===== src/rtl/qpsk_tx_pkg.sv =====
// Shared types and constants for the QPSK frame sequencer.
// States, symbol type, pad/preamble symbols and default sync word.
package qpsk_tx_pkg;

  typedef enum logic [2:0] {
    ST_IDLE,
    ST_PREAMBLE,
    ST_SYNC,
    ST_PAYLOAD,
    ST_TAIL
  } tx_state_t;

  typedef logic [1:0] symbol_t;

  localparam symbol_t PAD_SYMBOL = 2'b00;
  localparam symbol_t PRE_SYM_A  = 2'b00;
  localparam symbol_t PRE_SYM_B  = 2'b11;

  localparam logic [15:0] DEF_SYNC_WORD = 16'hF35A;

  function automatic symbol_t pre_toggle(input symbol_t s);
    return (s == PRE_SYM_A) ? PRE_SYM_B : PRE_SYM_A;
  endfunction

endpackage


===== src/rtl/qpsk_dibit_serializer.sv =====
// Byte to dibit shifter, MSB dibit first; feeds sync and payload.
// Ports: clk, reset, load/din, shift; dout_next = top dibit after edge.
module qpsk_dibit_serializer
  import qpsk_tx_pkg::*;
(
  input  logic       clk,
  input  logic       reset,
  input  logic       load,
  input  logic       shift,
  input  logic [7:0] din,
  output symbol_t    dout_next
);

  logic [7:0] sr_q;
  logic [7:0] sr_d;

  always_comb begin
    sr_d = sr_q;
    if (load) begin
      sr_d = din;
    end else if (shift) begin
      sr_d = {sr_q[5:0], 2'b00};
    end
  end

  // Lets the top register the upcoming symbol in the same edge.
  assign dout_next = sr_d[7:6];

  always_ff @(posedge clk) begin
    if (reset) begin
      sr_q <= '0;
    end else begin
      sr_q <= sr_d;
    end
  end

endmodule


===== src/rtl/qpsk_tx_sequencer.sv =====
// Frame sequencer: preamble, sync word, payload bytes, tail to modulator.
// Ports: start/len_in/fcw_in, byte stream in, mod_req in, symbol/status out.
module qpsk_tx_sequencer
  import qpsk_tx_pkg::*;
#(
  parameter int unsigned PREAMBLE_SYMS = 16,
  parameter logic [15:0] SYNC_WORD     = DEF_SYNC_WORD,
  parameter int unsigned TAIL_SYMS     = 4
) (
  input  logic        clk,
  input  logic        reset,
  input  logic        start,
  input  logic [15:0] len_in,
  input  logic [31:0] fcw_in,
  input  logic [7:0]  byte_data,
  input  logic        byte_valid,
  output logic        byte_ready,
  input  logic        mod_req,
  output logic [1:0]  symbol_out,
  output logic        symbol_en,
  output logic [31:0] fcw_out,
  output logic        busy,
  output logic        done,
  output logic        underrun
);

  localparam int unsigned CNT_MAX =
    (PREAMBLE_SYMS > TAIL_SYMS) ? PREAMBLE_SYMS : TAIL_SYMS;
  localparam int CNT_W = $clog2(CNT_MAX + 1);
  localparam logic [CNT_W-1:0] PRE_LAST = CNT_W'(PREAMBLE_SYMS - 1);
  localparam logic [CNT_W-1:0] TAIL_LAST =
    (TAIL_SYMS > 0) ? CNT_W'(TAIL_SYMS - 1) : '0;
  localparam bit HAS_TAIL = (TAIL_SYMS > 0);

  tx_state_t        state_q, state_d;
  logic [CNT_W-1:0] cnt_q, cnt_d;
  logic [15:0]      byte_cnt_q, byte_cnt_d;
  logic [1:0]       idx_q, idx_d;
  logic             sync_lo_q, sync_lo_d;
  logic [15:0]      len_q, len_d;
  logic [31:0]      fcw_q, fcw_d;
  symbol_t          sym_q, sym_d;
  logic             en_q, en_d;
  logic             busy_q, busy_d;
  logic             done_q, done_d;
  logic             und_q, und_d;

  logic       adv;
  logic       last_dibit;
  logic       bytes_left;
  logic       load_cond;
  logic [7:0] byte_in;
  logic       end_frame;
  logic       ser_load;
  logic       ser_shift;
  logic [7:0] ser_din;
  symbol_t    ser_next;
  logic       sym_sel;
  symbol_t    sym_fsm;

  assign adv        = mod_req && (state_q != ST_IDLE);
  assign last_dibit = (idx_q == 2'd3);
  assign bytes_left = (byte_cnt_q != len_q);
  // byte_cnt is zero through sync, so the last sync dibit loads iff len>0.
  assign load_cond  = last_dibit && bytes_left &&
                      ((state_q == ST_SYNC && sync_lo_q) ||
                       (state_q == ST_PAYLOAD));
  assign byte_ready = mod_req && load_cond;
  assign byte_in    = byte_valid ? byte_data : 8'h00;

  qpsk_dibit_serializer u_ser (
    .clk       (clk),
    .reset     (reset),
    .load      (ser_load),
    .shift     (ser_shift),
    .din       (ser_din),
    .dout_next (ser_next)
  );

  always_comb begin
    state_d    = state_q;
    cnt_d      = cnt_q;
    byte_cnt_d = byte_cnt_q;
    idx_d      = idx_q;
    sync_lo_d  = sync_lo_q;
    len_d      = len_q;
    fcw_d      = fcw_q;
    sym_fsm    = sym_q;
    sym_sel    = 1'b0;
    en_d       = en_q;
    busy_d     = busy_q;
    done_d     = 1'b0;
    und_d      = und_q;
    end_frame  = 1'b0;
    ser_load   = 1'b0;
    ser_shift  = 1'b0;
    ser_din    = '0;

    unique case (state_q)
      ST_IDLE: begin
        if (start) begin
          state_d    = ST_PREAMBLE;
          len_d      = len_in;
          fcw_d      = fcw_in;
          und_d      = 1'b0;
          cnt_d      = '0;
          byte_cnt_d = '0;
          sym_fsm    = PRE_SYM_A;
          en_d       = 1'b1;
          busy_d     = 1'b1;
        end
      end
      ST_PREAMBLE: begin
        if (adv) begin
          if (cnt_q == PRE_LAST) begin
            state_d   = ST_SYNC;
            idx_d     = '0;
            sync_lo_d = 1'b0;
            ser_load  = 1'b1;
            ser_din   = SYNC_WORD[15:8];
            sym_sel   = 1'b1;
          end else begin
            cnt_d   = cnt_q + 1'b1;
            sym_fsm = pre_toggle(sym_q);
          end
        end
      end
      ST_SYNC, ST_PAYLOAD: begin
        if (adv) begin
          if (!last_dibit) begin
            ser_shift = 1'b1;
            idx_d     = idx_q + 2'd1;
            sym_sel   = 1'b1;
          end else if (state_q == ST_SYNC && !sync_lo_q) begin
            ser_load  = 1'b1;
            ser_din   = SYNC_WORD[7:0];
            sync_lo_d = 1'b1;
            idx_d     = '0;
            sym_sel   = 1'b1;
          end else if (bytes_left) begin
            state_d    = ST_PAYLOAD;
            ser_load   = 1'b1;
            ser_din    = byte_in;
            idx_d      = '0;
            byte_cnt_d = byte_cnt_q + 16'd1;
            sym_sel    = 1'b1;
            if (!byte_valid) begin
              und_d = 1'b1;
            end
          end else if (HAS_TAIL) begin
            state_d = ST_TAIL;
            cnt_d   = '0;
            sym_fsm = PAD_SYMBOL;
          end else begin
            end_frame = 1'b1;
          end
        end
      end
      ST_TAIL: begin
        if (adv) begin
          if (cnt_q == TAIL_LAST) begin
            end_frame = 1'b1;
          end else begin
            cnt_d = cnt_q + 1'b1;
          end
        end
      end
      default: state_d = ST_IDLE;
    endcase

    if (end_frame) begin
      state_d = ST_IDLE;
      sym_fsm = PAD_SYMBOL;
      sym_sel = 1'b0;
      en_d    = 1'b0;
      busy_d  = 1'b0;
      done_d  = 1'b1;
    end
  end

  assign sym_d = sym_sel ? ser_next : sym_fsm;

  always_ff @(posedge clk) begin
    if (reset) begin
      state_q    <= ST_IDLE;
      cnt_q      <= '0;
      byte_cnt_q <= '0;
      idx_q      <= '0;
      sync_lo_q  <= 1'b0;
      len_q      <= '0;
      fcw_q      <= '0;
      sym_q      <= PAD_SYMBOL;
      en_q       <= 1'b0;
      busy_q     <= 1'b0;
      done_q     <= 1'b0;
      und_q      <= 1'b0;
    end else begin
      state_q    <= state_d;
      cnt_q      <= cnt_d;
      byte_cnt_q <= byte_cnt_d;
      idx_q      <= idx_d;
      sync_lo_q  <= sync_lo_d;
      len_q      <= len_d;
      fcw_q      <= fcw_d;
      sym_q      <= sym_d;
      en_q       <= en_d;
      busy_q     <= busy_d;
      done_q     <= done_d;
      und_q      <= und_d;
    end
  end

  assign symbol_out = sym_q;
  assign symbol_en  = en_q;
  assign fcw_out    = fcw_q;
  assign busy       = busy_q;
  assign done       = done_q;
  assign underrun   = und_q;

endmodule


===== config.mk =====
export PLATFORM = sky130hd
export DESIGN_NAME = qpsk_tx_sequencer
export DESIGN_NICKNAME = d
export VERILOG_FILES = /design/src/rtl/qpsk_tx_pkg.sv /design/src/rtl/qpsk_dibit_serializer.sv /design/src/rtl/qpsk_tx_sequencer.sv
export SDC_FILE = /design/constraint.sdc
export NUM_CORES = 1
export LEC_CHECK = 0
export CAP_MARGIN = 20
export CORE_MARGIN = 3
export CORE_UTILIZATION = 33
export DETAILED_ROUTE_END_ITERATION = 7
export HOLD_SLACK_MARGIN = 0.03
export PLACE_DENSITY = 0.6
export SYNTH_ARGS = -nofsm -noshare
export SYNTH_HDL_FRONTEND = slang
export SYNTH_SLANG_ARGS = --single-unit

===== constraint.sdc =====
create_clock -name clk -period 2.6 [get_ports clk]
set_input_delay 0.39 -clock clk [delete_from_list [all_inputs] [get_ports clk]]
set_output_delay 0.39 -clock clk [all_outputs]
set_load 0.02 [all_outputs]

; ---- After elaboration in Yosys (flattened, before gate mapping)
; Cells that the tools add are included.
[classes]
n_mux = 83
eq_ne = 29
n_bitwise = 1
n_reduce_logical = 26
add_sub_neg = 3
[ops]
columns = operator, n
row1 = $mux W16, 5
row2 = $mux W8, 9
row3 = $mux W5, 9
row4 = $mux W2, 16
row5 = $ne A4 B4 Y1 const B, 8
row6 = $pmux W16 S2, 1
row7 = $mux W1, 27
row8 = $ne A2 B2 Y1 const B, 13
row9 = $mux W3, 7
row10 = $pmux W5 S4, 1
row11 = $add A16 B1 Y16 const B, 1
row12 = $ne A16 B16 Y1, 1
row13 = $pmux W8 S2, 1
row14 = $reduce_and A7 Y1, 2
row15 = $pmux W3 S4, 1
row16 = $reduce_and A6 Y1, 2
row17 = $reduce_and A10 Y1, 1
row18 = $pmux W1 S2, 4
row19 = $reduce_and A8 Y1, 1
row20 = $eq A3 B2 Y1 const B, 2
row21 = $logic_and A1 B1 Y1, 6
row22 = $pmux W2 S3, 1
row23 = $reduce_bool A2 Y1, 3
row24 = $add A5 B1 Y5 const B, 1
row25 = 18 further kinds, 19
[word_totals]
out_inout_bits = 39
wordCells = 155
register_bits = 88

; ---- Longest topological paths before layout
[depth]
depth_word = 9
depth_mapped = 9

; ---- Cells and area by module
; Synthesis repeated with hierarchy kept, for this count alone.
[hier_totals]
cells_unflattened = 496
area_unflattened_um2 = 4046.4
[by_module_without_submodules]
columns = module, cells_per_inst, seq_area_each_um2, area_each_um2, n_inst
row1 = qpsk_tx_sequencer, 456, 1601.5, 3659.8, 1
row2 = qpsk_dibit_serializer, 40, 160.2, 386.6, 1

; ---- Least setup slack after synthesis
; Ideal clock, no wire load.
[synth_path]
kind = register to register
startpoint = register cnt_q[0]
endpoint = register cnt_q[1]
stages_incl_launch_ff = 10
path_slack_ps = 284
path_buffers = 0
t_arrival_ps = 2246
required_time_ps = 2529
cell_sequence = dfxtp_1 ha_1 and3_1 ha_1 nor2b_1 o21ai_0 a21oi_1 a31oi_1 or4b_1 a21oi_1
[synth_via]
elab_chain_len = 4
elab_cells_between_ends = 11
classes_between = add/sub (1) / eq/ne (4) / mux (5) / reduce/logical (1)
[synth_lines]
columns = element, line
row1 = start: declaration, qpsk_tx_sequencer.sv:36  ; logic [CNT_W-1:0] cnt_q, cnt_d;
row2 = start signal: assignment, qpsk_tx_sequencer.sv:199  ; cnt_q <= cnt_d;
row3 = $add A5 B1 Y5, "qpsk_tx_sequencer.sv:123, qpsk_tx_sequencer.sv:164"
row4 = $mux W5 (on tied branches), "qpsk_tx_sequencer.sv:161, qpsk_tx_sequencer.sv:115"
row5 = $mux W5 (on tied branches), "qpsk_tx_sequencer.sv:160, qpsk_tx_sequencer.sv:114"
row6 = $pmux W5 S4, qpsk_tx_sequencer.sv:99  ; unique case (state_q)
; Several ways; a longest one is shown, not always the timed one. The select of a mux whose other input is x is not followed.
; A chain may end at the register's enable or synchronous reset.

; ---- Final worst setup path
[layout_path]
startpoint = register byte_cnt_q[2]
endpoint = register sym_q[1] (netlist: symbol_out[1])
[layout_via]
elab_chain_len = 9
elab_cells_between_ends = 26
classes_between = eq/ne (8) / mux (16) / reduce/logical (2)
[layout_lines]
columns = element, line
row1 = start: declaration, qpsk_tx_sequencer.sv:37  ; logic [15:0] byte_cnt_q, byte_cnt_d;
row2 = start signal: assignment, qpsk_tx_sequencer.sv:200  ; byte_cnt_q <= byte_cnt_d;
row3 = $ne A16 B16 Y1 (*), qpsk_tx_sequencer.sv:63  ; assign bytes_left = (byte_cnt_q != len_q);
row4 = $mux W1, qpsk_tx_sequencer.sv:140  ; end else if (bytes_left) begin
row5 = $mux W1, qpsk_tx_sequencer.sv:134  ; end else if (state_q == ST_SYNC && !sync_lo_q) begin
row6 = $mux W1, qpsk_tx_sequencer.sv:130  ; if (!last_dibit) begin
row7 = $mux W1, qpsk_tx_sequencer.sv:129  ; if (adv) begin
row8 = $pmux W1 S2, qpsk_tx_sequencer.sv:99
row9 = $mux W1, qpsk_tx_sequencer.sv:171  ; if (end_frame) begin
row10 = $ne A4 B4 Y1 (no line) or $reduce_bool A5 Y1 (tied branches), n/a
row11 = $reduce_and A8 Y1 (no line), n/a
row12 = end signal: assignment, qpsk_tx_sequencer.sv:205  ; sym_q <= sym_d;
row13 = end: declaration, qpsk_tx_sequencer.sv:42  ; symbol_t sym_q, sym_d;
; Every way passes the cells marked *; elsewhere a longest branch is shown, timed or not.

==> impl_results.md <==
* Top cell type's share of synthesized area at 44.2%
* Chip Height at 116 um
* Synth top cells by count: 121 x nand2_1, 88 x dfxtp_1, 73 x a21oi_1
* Worst EP arrival at 2.69 ns
* GR Util met2 at 27.5%
* Async set-reset flop share out of synthesis at 0%
* Critical Path Source Type: flip-flop
* Layout Nets at 679
* Gr usage total at 16.3%
* Endpoints failing setup at 0
* Synth Instances at 507
* Initial antenna violation count at 0
* Clock Sink Count at 88
* Worst hold-check path type: flip-flop to flip-flop
* Proportion of layout cells with a drive suffix above 1 at 8.72%
* Pint at 0.00240 W
* Flop2flop setup slack at 0.18 ns
* Crit path required time at 2.87 ns
* Mux contribution to synthesized area at 1.04%
* P per Cell Area at 576 nW/um^2
* Fin util at 48.0%
* Largest family of logic cells by synthesized area: simple AND/OR/NAND/NOR gates
* Synth cell types at 51
* Flop pwr share at 44.6%
* Worst hold slack at 0.453 ns
* Top post-synthesis cells by area: dfxtp_1 44%, nand2_1 11%, a21oi_1 9.2%
* Initial drt markers at 291
* Root buf cell: clkbuf_16
* Post-CTS setup buffers at 0
* Max Root-Sink Buffers at 2
* Met1 usage at 20.2%
* Die ar. at 13,400 um^2
* ANT cells at 0
* Register clock-pin slew on the reported worst setup and hold paths at 0.07 ns
* M3 GR Usage at 3.97%
* WS Path Type: flip-flop to flip-flop
* Setup TNS Final at 0 ns
* Vias in the first global route at 3,727
* Crit path to: symbol_out[1]
* #FFs+latches synth at 88
* Net Switching at 0.000812 W
* Skew-Pair Late Insertion Delay at 0.34 ns
* TritonRoute pass-1 iters at 5
* Detailed Place HPWL at 7.99 mm
* Max-slew violations at 0
* Net count after synthesis at 572
* Total power at 0.00321 W
* Design area at 5570 um^2
* Vias per cell at 5.15
* H-tree Lvls at 3
* Mapped cell area at 3990 um^2
* Min-delay src: fcw_out[18]
* Worst r2r src: byte_cnt_q[2]
* Combinational power share at 14.1%
* Simple-gate share of the synthesized area at 26.2%
* Final hold violation count at 0
* F_max at 414 MHz
* RSZ-0062 raised after global routing: false
* Worst R2R End: symbol_out[1]
* Clk pwr share at 41.4%
* Avg Cell Area, Syn at 7.86 um^2
* Final WL at 11.2 mm
* Maximum VDD drop at 314 uV
* Post-Synth XOR/XNOR Area at 4.36%
* Final Cycle Share at 93.0%
* Initial Utilization at 34.3%
* Total number of vias at 3,923
* Minimum clock period at 2.42 ns
* CTS tree: yes
* Setup crit start: byte_cnt_q[2]
* EDFF count, synth at 0
* WL per Instance at 14.7 um
* Syn. warnings at 0
* CTS Buf Count at 9
* P_leak at 2.02 nW
* Yosys top cell by area: dfxtp_1
* Max-slew headroom at the worst pin at 62.5%
* Pin count of the biggest net entering global routing at 51
* Switching portion of total power at 25.3%
* Clk_skew at 0.00739 ns
* Row count at 39
* Worst-Margin Slew at 0.562 ns
* Max-cap violations at 0
* Antenna viol nets, final at 0
* First-pass GRT wire length at 17.8 mm
* Setup crit end kind: flip-flop
* Chip width at 116 um
* Grt total ovfl at 0
* # IOs at 100
* Status: complete, no violations
* Worst-path fanout max at 8
* Seq/Total Area, Yosys at 44.2%
* Synth Area in Compound Gates at 19.1%
* Layout area overhead at 39.7%
* Port Buf Inserts at 99
* Dpl cell area at 5250 um^2
* Busiest grt layer: met2
* Routability cong. at 0.787
* R2R depth at 6
* Main synth FF type: dfxtp_1
* Core Region at 11,600 um^2
* Adder-Cell Fraction of Synth Area at 1.26%
* DR DRC count at 0
* Most frequent cell after synthesis: nand2_1
[worst min path at each step]
stage | endpoint | slack [ns] | cells after the start
after detailed placement | fcw_out[18] | 0.45 | 2
after floorplan | u_ser.sr_q[4] | 0.43 | 2
final | fcw_out[18] | 0.45 | 2
after CTS | fcw_out[18] | 0.46 | 2
after global placement | fcw_out[24] | 0.44 | 2
after global routing | fcw_out[10] | 0.47 | 2
[power by group through the flow]
stage          clock [W]  combinational, W  sequential [W]
2_1_floorplan          0          0.000182         0.00150
3_3_place_gp           0          0.000446         0.00146
3_5_place_dp           0          0.000450         0.00146
4_1_cts          0.00136          0.000453         0.00143
5_1_grt          0.00140          0.000491         0.00144
6_report         0.00133          0.000451         0.00143
[worst max-delay path, cell delays in order (launching register included)]
cell,delay [ns]
dfxtp_1,0.46
xnor2_1,0.15
nand4_1,0.19
or4_1,0.78
a222oi_1,0.51
a31oi_1,0.12
o22ai_1,0.13
[metrics by stage]
step                      instances  setup WS, ns
after global placement          746        0.0636
final                           762         0.183
after global routing            762        0.0483
after floorplan                 507         0.284
after detailed placement        746        0.0324
after CTS                       762         0.172
[logic make-up after synthesis]
kind of cell / after synthesis
compound gates: 129
xor+xnor: 19
fa+ha+maj: 4
buf+inv: 39
flops: 88
mux: 4
simple gates: 224
[layout make-up]
type	instances	area (um^2)
Clock buffer	11	243
Tap cell	143	179
Fill cell	1113	6040
Clock inverter	5	63.8
Multi-Input combinational cell	380	2090
Timing Repair Buffer	128	1200
Inverter	7	26.3
Sequential cell	88	1760
[state kept, by name (all words and copies together), names as in the netlist]
| register | flops |
|---|---|
| fcw_out | 32 |
| byte_cnt_q | 16 |
| len_q | 16 |
| u_ser.sr_q | 8 |
| cnt_q | 5 |
| state_q | 3 |
| idx_q | 2 |
| symbol_out | 2 |
| busy | 1 |
| done | 1 |
| sync_lo_q | 1 |
| underrun | 1 |
[cell usage in the layout, fill, tap and decap left out, types with 3 or more instances in the layout]
master / synthesis / final
mux2i_1: 3 / 3
and2_1: 4 / 4
buf_4: 1 / 29
clkdlybuf4s50_1: 0 / 97
o22ai_1: 4 / 4
nand2_1: 121 / 121
a211oi_1: 3 / 3
nand2b_1: 9 / 8
a31oi_1: 7 / 7
a21oi_1: 73 / 72
nand4_1: 13 / 13
xnor2_1: 16 / 16
and3_1: 6 / 6
nand3_1: 12 / 12
a21o_1: 5 / 5
clkbuf_16: 0 / 9
nor3_1: 7 / 7
nor2b_1: 3 / 3
o21ai_0: 16 / 15
o31ai_1: 4 / 4
or4_1: 5 / 5
or3_1: 8 / 8
nor2_1: 26 / 25
inv_1: 7 / 7
o21ai_1: 3 / 4
dfxtp_1: 88 / 88
ha_1: 4 / 4
[layer usage]
metal	part of all wire, %	vias up	routed length (um)
met2	49	111	5520
met1	43	1810	4880
met5	0	-	0
met4	2.1	0	231
met3	5.3	19	599
li1	-	1983	-
[timing repair]
| action | CTS | global route |
|---|---|---|
| gates cloned | 0 | 0 |
| endpoints found under the setup margin | 1 | 5 |
| gates resized for setup | 1 | 3 |
| hold buffers | 0 | 0 |
| pin swaps | 0 | 1 |
Note: power is estimated with default switching activity, not from simulation.
==> edit: new RTL, same settings <==
Compare `cnt_q` against `TAIL_LAST` with >= in place of ==.
--- a/src/rtl/qpsk_tx_sequencer.sv
+++ b/src/rtl/qpsk_tx_sequencer.sv
@@ -159,5 +159,5 @@
       ST_TAIL: begin
         if (adv) begin
-          if (cnt_q == TAIL_LAST) begin
+          if (cnt_q >= TAIL_LAST) begin
             end_frame = 1'b1;
           end else begin
Function: no difference found for any inputs over 4 cycles, from zero or initial values and one cycle with reset high; that may be too few to reach the edited logic, so the function may still have changed.
==> edit against the original RTL <==
  * Count of clock-buffer cells in the layout is the same
  * Design area shrank 4.0%
  * Core utilization is 1.3 points lower
  * Area after synthesis decreased by 2.1%
  * Worst setup slack got worse by 0.060 ns
  * Sequential cell count unchanged
  * Die area shrank 2.0%
  * Via count shrank 7.2%
  * Clock skew is 0.00052 ns lower
  * Routed wire length decreased by 10%
  * Largest cell class unchanged
Power is not compared: it rests on default switching activity, and its combinational part moved more than twofold at a synthesized area within 25%.
==> edit: results (changes against the original RTL) <==
* Gpl congestion at 0.874 (+11%)
* Layout cell share with drive strength beyond 1 at 7.35% (-1.4 points)
* Synthesized net count at 553 (-3.3%)
* Met1 Usage GRT at 20.0% (-0.20 points)
* Placed Cells incl. Taps at 711 (-4.7%)
* DRT Pass-1 Iters at 7 (+2)
* Tot GR Track Use at 15.6% (-0.72 points)
* Metal2 WL at 4390 um (-21%)
* Layout Skew at 0.00687 ns (-0.000522 ns)
* Avg WL per Cell at 13.8 um (-6.2%)
* Finished Layout Cells at 728 (-4.5%)
* Peak supply drop at between 0.0003 and 0.0004 V
* Largest net degree at the start of global routing at 49 (-3.9%)
* WL met3 at 991 um (+65%)
* Count of cell types in the netlist at 48 (-5.9%)
* Relative slew slack at 57.3% (-5.2 points)
* FILL cells at 1,137 (+2.2%)
* DP HPWL at 7200 um (-9.8%)
* Top cells by area, synth: dfxtp_1 45%, nand2_1 11%, a21oi_1 9.0%
* Crit path launch: byte_cnt_q[3]
* Worst r2r path cells at 8 (+2)
* Worst R2R Setup Slack at 0.24 ns (+0.06 ns)
* Hold crit path type: register to register
* Vias in the first global route at 3,533 (-5.2%)
* Yosys warnings at 0 (unchanged)
* Register area share after synthesis at 45.2% (+0.96 points)
* Final nets at 645 (-5.0%)
* Leakage power at roughly 2 nW
* PnR worst setup slack at 0.123 ns (-0.0602 ns)
* Crit-path max FO at 5 (-3)
* Number of antenna diodes at 0 (unchanged)
* Dpl cell area at 0.00504 sq mm (-4.0%)
* Status: finished clean
* Setup Fix Bufs, Post-CTS at 1 (+1)
* Grt total ovfl at 0 (unchanged)
* Arrival time at the worst endpoint at 2.09 ns (-0.60 ns)
* Max FFs per register at 32 (unchanged)
* Met3 usage at 6.68% (+2.7 points)
* Via count at 3,640 (-7.2%)
* Reg clk slew, reported paths at 0.07 ns (about the same)
* Pre-CTS WS at 0.149 ns (+0.117 ns)
* M1 wire length at 4550 um (-6.8%)
* Grt met2 use at 23.5% (-4.0 points)
* Reg-to-reg endpoint: symbol_out[1]
* Syn avg cell area at 7.99 sq um (+1.7%)
* First-pass GRT wire length at 16,700 um (-6.2%)
* Synth top cells by count: 113 x nand2_1, 88 x dfxtp_1, 70 x a21oi_1
* Critical Path End: byte_ready
* Clock Latency Late Sink at 0.33 ns
* Clk root buf: clkbuf_16
* H-tree depth at 3 (unchanged)
* Initial antenna violation count at 0 (unchanged)
* DRT iter0 DRCs at 129 (-56%)
==> edit: changes by cell type after synthesis, moves of 5 or more <==
cell	before	now
xor2_1	2	20
xnor2_1	16	8
or4_1	5	0
nor4_1	1	7
nand4_1	13	4
nor2_1	26	37
nand2_1	121	113
a21o_1	5	0
==> edit: how the worst min path moves through the flow <==
stage	start	endpoint	slack, ns	cells past startpoint
after floorplan	u_ser.sr_q[0]	u_ser.sr_q[0]	0.43	2
after CTS	fcw_out[27]	fcw_out[27]	0.45	2
after detailed placement	fcw_out[27]	fcw_out[27]	0.45	2
final	fcw_out[27]	fcw_out[27]	0.45	2
after global routing	fcw_out[27]	fcw_out[27]	0.47	2
after global placement	fcw_out[10]	fcw_out[10]	0.44	2
==> edit: layout make-up <==
cell class / count / area [sq um] / area share (%)
clock buffers: 11 / 243 / 4.54
clock inverters: 5 / 40.0 / 0.749
inverters: 7 / 26.3 / 0.491
multi-input cells: 362 / 2000 / 37.4
flip-flops and latches: 88 / 1760 / 33.0
well taps: 143 / 179 / 3.35
repair buffers: 112 / 1100 / 20.5
==> edit: power breakdown <==
part | switching [W] | internal, W | total, W
registers | 0.000102 | 0.00148 | 0.00158
clock network | 0.000543 | 0.000681 | 0.00122
logic | 0.000608 | 0.000476 | 0.00108
==> edit: cell families after synthesis <==
group / after synthesis / synth area share (%)
adders and majority gates: 4 / 1.28
buffers and inverters: 38 / 4.17
xor gates and xnor gates: 28 / 6.29
and+or+nand+nor: 214 / 24.7
muxes: 6 / 1.60
AOI/OAI and AO/OA: 110 / 16.8
DFF: 88 / 45.2
==> edit: worst max-delay path, cell delays in order (launching register included) <==
cell and delay, ns:
dfxtp_1 0.35, xor2_1 0.18, nor4_1 0.28, nand4_1 0.20, and2_1 0.21, clkdlybuf4s50_1 0.54
